--- config.mk ---
export PLATFORM = sky130hd
export DESIGN_NAME = ring_rr_arbiter_6
export DESIGN_NICKNAME = d
export VERILOG_FILES = /design/src/rtl/ring_rr_arbiter_6.sv
export SDC_FILE = /design/constraint.sdc
export NUM_CORES = 1
export LEC_CHECK = 0
export CORE_ASPECT_RATIO = 1.75
export CORE_MARGIN = 4
export CORE_UTILIZATION = 30
export DETAILED_ROUTE_END_ITERATION = 12
export DONT_BUFFER_PORTS = 1
export SLEW_MARGIN = 30
export SYNTH_ARGS = -nofsm -noshare
export SYNTH_HDL_FRONTEND = slang
export SYNTH_SLANG_ARGS = --single-unit
--- constraint.sdc ---
create_clock -name clk -period 4.35 [get_ports clk]
set_input_delay 1.305 -clock clk [delete_from_list [all_inputs] [get_ports clk]]
set_output_delay 1.305 -clock clk [all_outputs]
set_load 0.02 [all_outputs]
--- src/rtl/ring_rr_arbiter_6.sv ---
// ring_rr_arbiter_6: six-way round-robin arbiter with one idle cycle between owners; define RING_ARB_TIMEOUT_EN to force-end grants after MAX_HOLD cycles
module ring_rr_arbiter_6 #(
  parameter int N = 6,
  parameter int MAX_HOLD = 8
) (
  input  logic         clk,
  input  logic         rst,
  input  logic [N-1:0] req,
  output logic [N-1:0] grant,
  output logic [2:0]   grant_id,
  output logic         busy,
  output logic         grant_start,
  output logic [N-1:0] prio,
  output logic         timeout
);
`ifdef RING_ARB_TIMEOUT_EN
  localparam bit TO_EN = 1'b1;
`else
  localparam bit TO_EN = 1'b0;
`endif
  typedef enum logic {IDLE, GRANT} state_t;
  state_t state, state_n;
  logic [N-1:0] grant_n, prio_n;
  logic [2:0] id_n, win_id, p_idx;
  logic [3:0] hold_cnt, hold_n;
  logic busy_n, start_n, to_n, owner_req, expire;
  assign owner_req = |(req & grant);
  assign expire = TO_EN && owner_req && hold_cnt == 4'(MAX_HOLD);
  always_comb begin
    p_idx = 3'd0;
    for (int i = 0; i < N; i++) if (prio[i]) p_idx = 3'(i);
    win_id = 3'd0;
    for (int k = N - 1; k >= 0; k--) if (req[(int'(p_idx) + k) % N]) win_id = 3'((int'(p_idx) + k) % N);
  end
  always_comb begin
    state_n = state;
    grant_n = grant;
    id_n    = grant_id;
    busy_n  = busy;
    start_n = 1'b0;
    to_n    = 1'b0;
    prio_n  = prio;
    hold_n  = hold_cnt == 4'd15 ? 4'd15 : hold_cnt + 4'd1;
    if (state == IDLE) begin
      hold_n = 4'd0;
      if (|req) begin
        state_n = GRANT;
        grant_n = N'(1) << win_id;
        id_n    = win_id;
        busy_n  = 1'b1;
        start_n = 1'b1;
        hold_n  = 4'd1;
      end
    end else if (!owner_req || expire) begin
      state_n = IDLE;
      grant_n = '0;
      id_n    = 3'd0;
      busy_n  = 1'b0;
      prio_n  = {grant[N-2:0], grant[N-1]};
      to_n    = expire;
      hold_n  = 4'd0;
    end
  end
  always_ff @(posedge clk) begin
    if (rst) begin
      state       <= IDLE;
      grant       <= '0;
      grant_id    <= 3'd0;
      busy        <= 1'b0;
      grant_start <= 1'b0;
      timeout     <= 1'b0;
      prio        <= N'(1);
      hold_cnt    <= 4'd0;
    end else begin
      state       <= state_n;
      grant       <= grant_n;
      grant_id    <= id_n;
      busy        <= busy_n;
      grant_start <= start_n;
      timeout     <= to_n;
      prio        <= prio_n;
      hold_cnt    <= hold_n;
    end
  end
endmodule

==> out/qor.yml <==
synthesis:
  synthesis.nets: 243
  post_synth_fa_ha_maj_area_fraction: 0.0660
  synth.cells.most_frequent: "26 x nor2_1, 18 x dfxtp_1, 13 x a21oi_1, 12 x mux2i_1, 11 x inv_1"
  synthTopCellsByArea: "dfxtp_1 19%, ha_1 6.6%, mux2i_1 6.3%, nor2_1 5.1%, a21oi_1 3.4%"
  synthSimpleGateAreaFrac: 0.221
  yosysMostFrequentCell: "nor2_1"
  seq_area_frac_synth: 0.190
  post-synth-top-area-cell: "dfxtp_1"
  yosysWarnings: 0
  postSynthAreaPerCell_um2: 8.42
  netlist.area_leader.share: 0.190
  number_of_enable_flip_flop_cells_after_synthesis: 0
  synth_compound_gate_area_share: 0.349
  synth_cell_area_um2: 1900
  flip_flop_and_latch_count_after_synthesis: 18
  post_synth_xor_area_fraction: 0.00924
  yosys.cell_types.count: 76
  synth.mux.area_fraction: 0.0838
  postSynth.asyncResetShare: 0
  synth_top_flop_cell: "dfxtp_1"
  synthesized_instance_count: 225
  dominant_combinational_cell_family_by_area_after_synthesis: "compound AO/OA/AOI/OAI gates"
placed_design:
  dp_slack_ns: 0.399
  detailedPlacementHpwl_um: 4790
  gp_congestion: 0.888
  place.port_buffers: 0
clocking:
  clkLatencyLatePin_ns: 0.26
  htree_levels: 1
  post_cts_hold_buffer_count: 0
  cts_buffer_depth: 2
  postCtsResizedCells: 0
  cts_made_buffers: 3
  clock-sinks: 18
  path_clk_slew_ns: 0.07
  count_of_buffers_added_by_post_cts_timing_repair_for_setup: 0
  clock_tree_from_tritoncts: "yes"
  clock-root-buffer: "clkbuf_8"
floorplanning:
  std_cell_rows: 38
  die_w_um: 68.1
  floorplan.die_area_um2: 7700
  die_h_um: 113
  floorplan.initialDensity: 0.307
  core-area_um2: 6180
  i_o_pins: 26
timing:
  worst_slew_margin_rel: 0.644
  period_minus_slack_ns: 3.99
  max_slew.worst_pin.slew_ns: 0.533
  post-route-worst-setup-slack_ns: 0.362
  skew_ns: 0.00312
  setup_tns_ns: 0
  grt_setup_unrepaired: "false"
  timing.final.setup_violations: 0
  drv_slew: 0
  whs_ns: 0.492
  timing.final.crit_share: 0.917
  final_hold_viol_count: 0
  max_freq_ghz: 0.251
route:
  first_pass_iters: 4
  viasPerCell: 5.86
  number_of_vias_in_the_routed_layout: 1810
  count_of_unresolved_drc_violations_after_routing: 0
  drt_iter0_drc: 62
  wl_per_cell_um: 19.2
  drt_wl_total_um: 5920
  antenna_left: 0
finish:
  num_antenna_cells: 0
  fillerInstances: 704
  utilization: 0.328
  multi_input_area_um2: 1390
  final_layout_size_suffix_gt1_frac: 0.201
  layout.nets: 248
  area.growth.synth_to_final_pct: 6.93
  layout.area.seq_um2: 360
grt:
  largest_net_degree_at_the_start_of_global_routing: 13
  antenna_found_initial: 0
  grt_pass1_vias: 1879
  grt_first_pass_wirelength_um: 9590
  grt.total_usage: 0.166
  globalRoute.totalOverflow: 0
critical_path:
  timing.critical_path.buf_inv: 3
  timing.critical_path.slowest_cell_delay_ns: 0.37
  regToRegStartpoint: "prio[5]"
  startpoint: "prio[5]"
  path_cells: "buf_4 -> or2b_4 -> o21ai_4 -> inv_4 -> ha_1 -> or3_1 -> and2_1 -> inv_1 -> ha_1 -> nand2b_1 -> a21oi_1 -> o21ai_0 -> mux2i_1 -> mux2i_1 -> a21oi_1 -> nand3b_1 -> and3_4 -> a22o_1"
  worst_ep_required_time_ns: 4.51
  cp_top_family: "simple AND/OR/NAND/NOR gates"
  timing_worst_setup_path_type: "flip-flop to flip-flop"
  worstPathArrival_ns: 4.15
  critical_path_peak_fanout: 10
  cpMaxStageDelayCell: "or3_1"
  worst_setup_path_end_kind: "flip-flop"
  worstSetupStartpointType: "flip-flop"
hold_path:
  hold_class: "flip-flop to flip-flop"
  timing.hold.worst.start: "state"
outcome:
  run_status: "finished, final reports clean"
pwr:
  max-vdd-ir-drop_mv: 0.333
  static-leakage-power_nw: 0.840
  power_density_nw_per_um2: 516
flow_run:
  maxCapViolations: 0
==> layer usage <==
| metal | global-route usage | part of all wire | up-vias |
|---|---|---|---|
| met5 | 0 | 0 | - |
| met4 | 0.0956 | 0.054 | 0 |
| met3 | 0.0238 | 0.047 | 26 |
| met2 | 0.320 | 0.57 | 79 |
| met1 | 0.153 | 0.33 | 842 |
| li1 | - | - | 863 |
==> worst paths after layout <==
| path | slack (ns) | end | cells past startpoint |
|---|---|---|---|
| setup / recovery | 0.36 | grant[5] | 18 |
| hold reg to reg | 0.49 | state | 2 |
| hold / removal | 0.49 | state | 2 |
| setup reg to reg | 0.36 | grant[5] | 18 |
==> per-stage QoR <==
stage          power [mW]  cells  cell area [µm²]
2_1_floorplan       0.769    225             1900
3_3_place_gp        0.896    305             1970
3_5_place_dp        0.897    305             1970
4_1_cts              1.04    309             2030
5_1_grt              1.12    309             2030
6_report             1.05    309             2030
==> cell type report <==
type                            instances  share of cell area
Multi-Input combinational cell        183               0.683
Sequential cell                        18               0.178
Clock buffer                            4              0.0272
Tap cell                               80              0.0494
Timing Repair Buffer                    9              0.0333
Inverter                               15              0.0290
==> cell families (layout without fill, tap and decap cells) <==
kind of cell | Yosys count | count (layout)
buf+inv | 24 | 28
mux | 15 | 15
compound gates | 80 | 80
xor+xnor | 2 | 2
other cells | 1 | 1
simple gates | 75 | 75
flops | 18 | 18
fa+ha+maj | 10 | 10
==> cells in the final DEF, fill, tap and decap left out, drive strengths merged, types with 3 or more instances in the layout <==
cell type / n
clkbuf: 4
nor2b: 6
or2: 3
inv: 15
o211ai: 5
nor2: 26
mux2i: 14
o21ai: 11
buf: 9
a22o: 6
dfxtp: 18
nand3b: 3
nand3: 7
ha: 10
a21oi: 13
or3: 4
a211oi: 9
a22oi: 4
nand4: 4
nor3: 4
nand2: 5
o32ai: 4
a21boi: 3
or2b: 3
==> report_power, final <==
group	total, mW	internal [mW]	switching [mW]
combinational	0.631	0.267	0.364
sequential	0.275	0.199	0.0761
clock	0.141	0.0807	0.0598
total	1.05	0.547	0.500
==> worst min-delay path, delay by kind of cell (launching register included) <==
family	cells	cell delay, ns
AO/OA/AOI/OAI	1	0.05
buffers and inverters	1	0.06
flip-flops	1	0.34
==> flip-flops by register name (all words and copies together), names as in the netlist <==
| signal | flops |
|---|---|
| grant | 6 |
| prio | 6 |
| grant_id | 3 |
| busy | 1 |
| grant_start | 1 |
| state | 1 |
(Power assumes the default switching activity.)
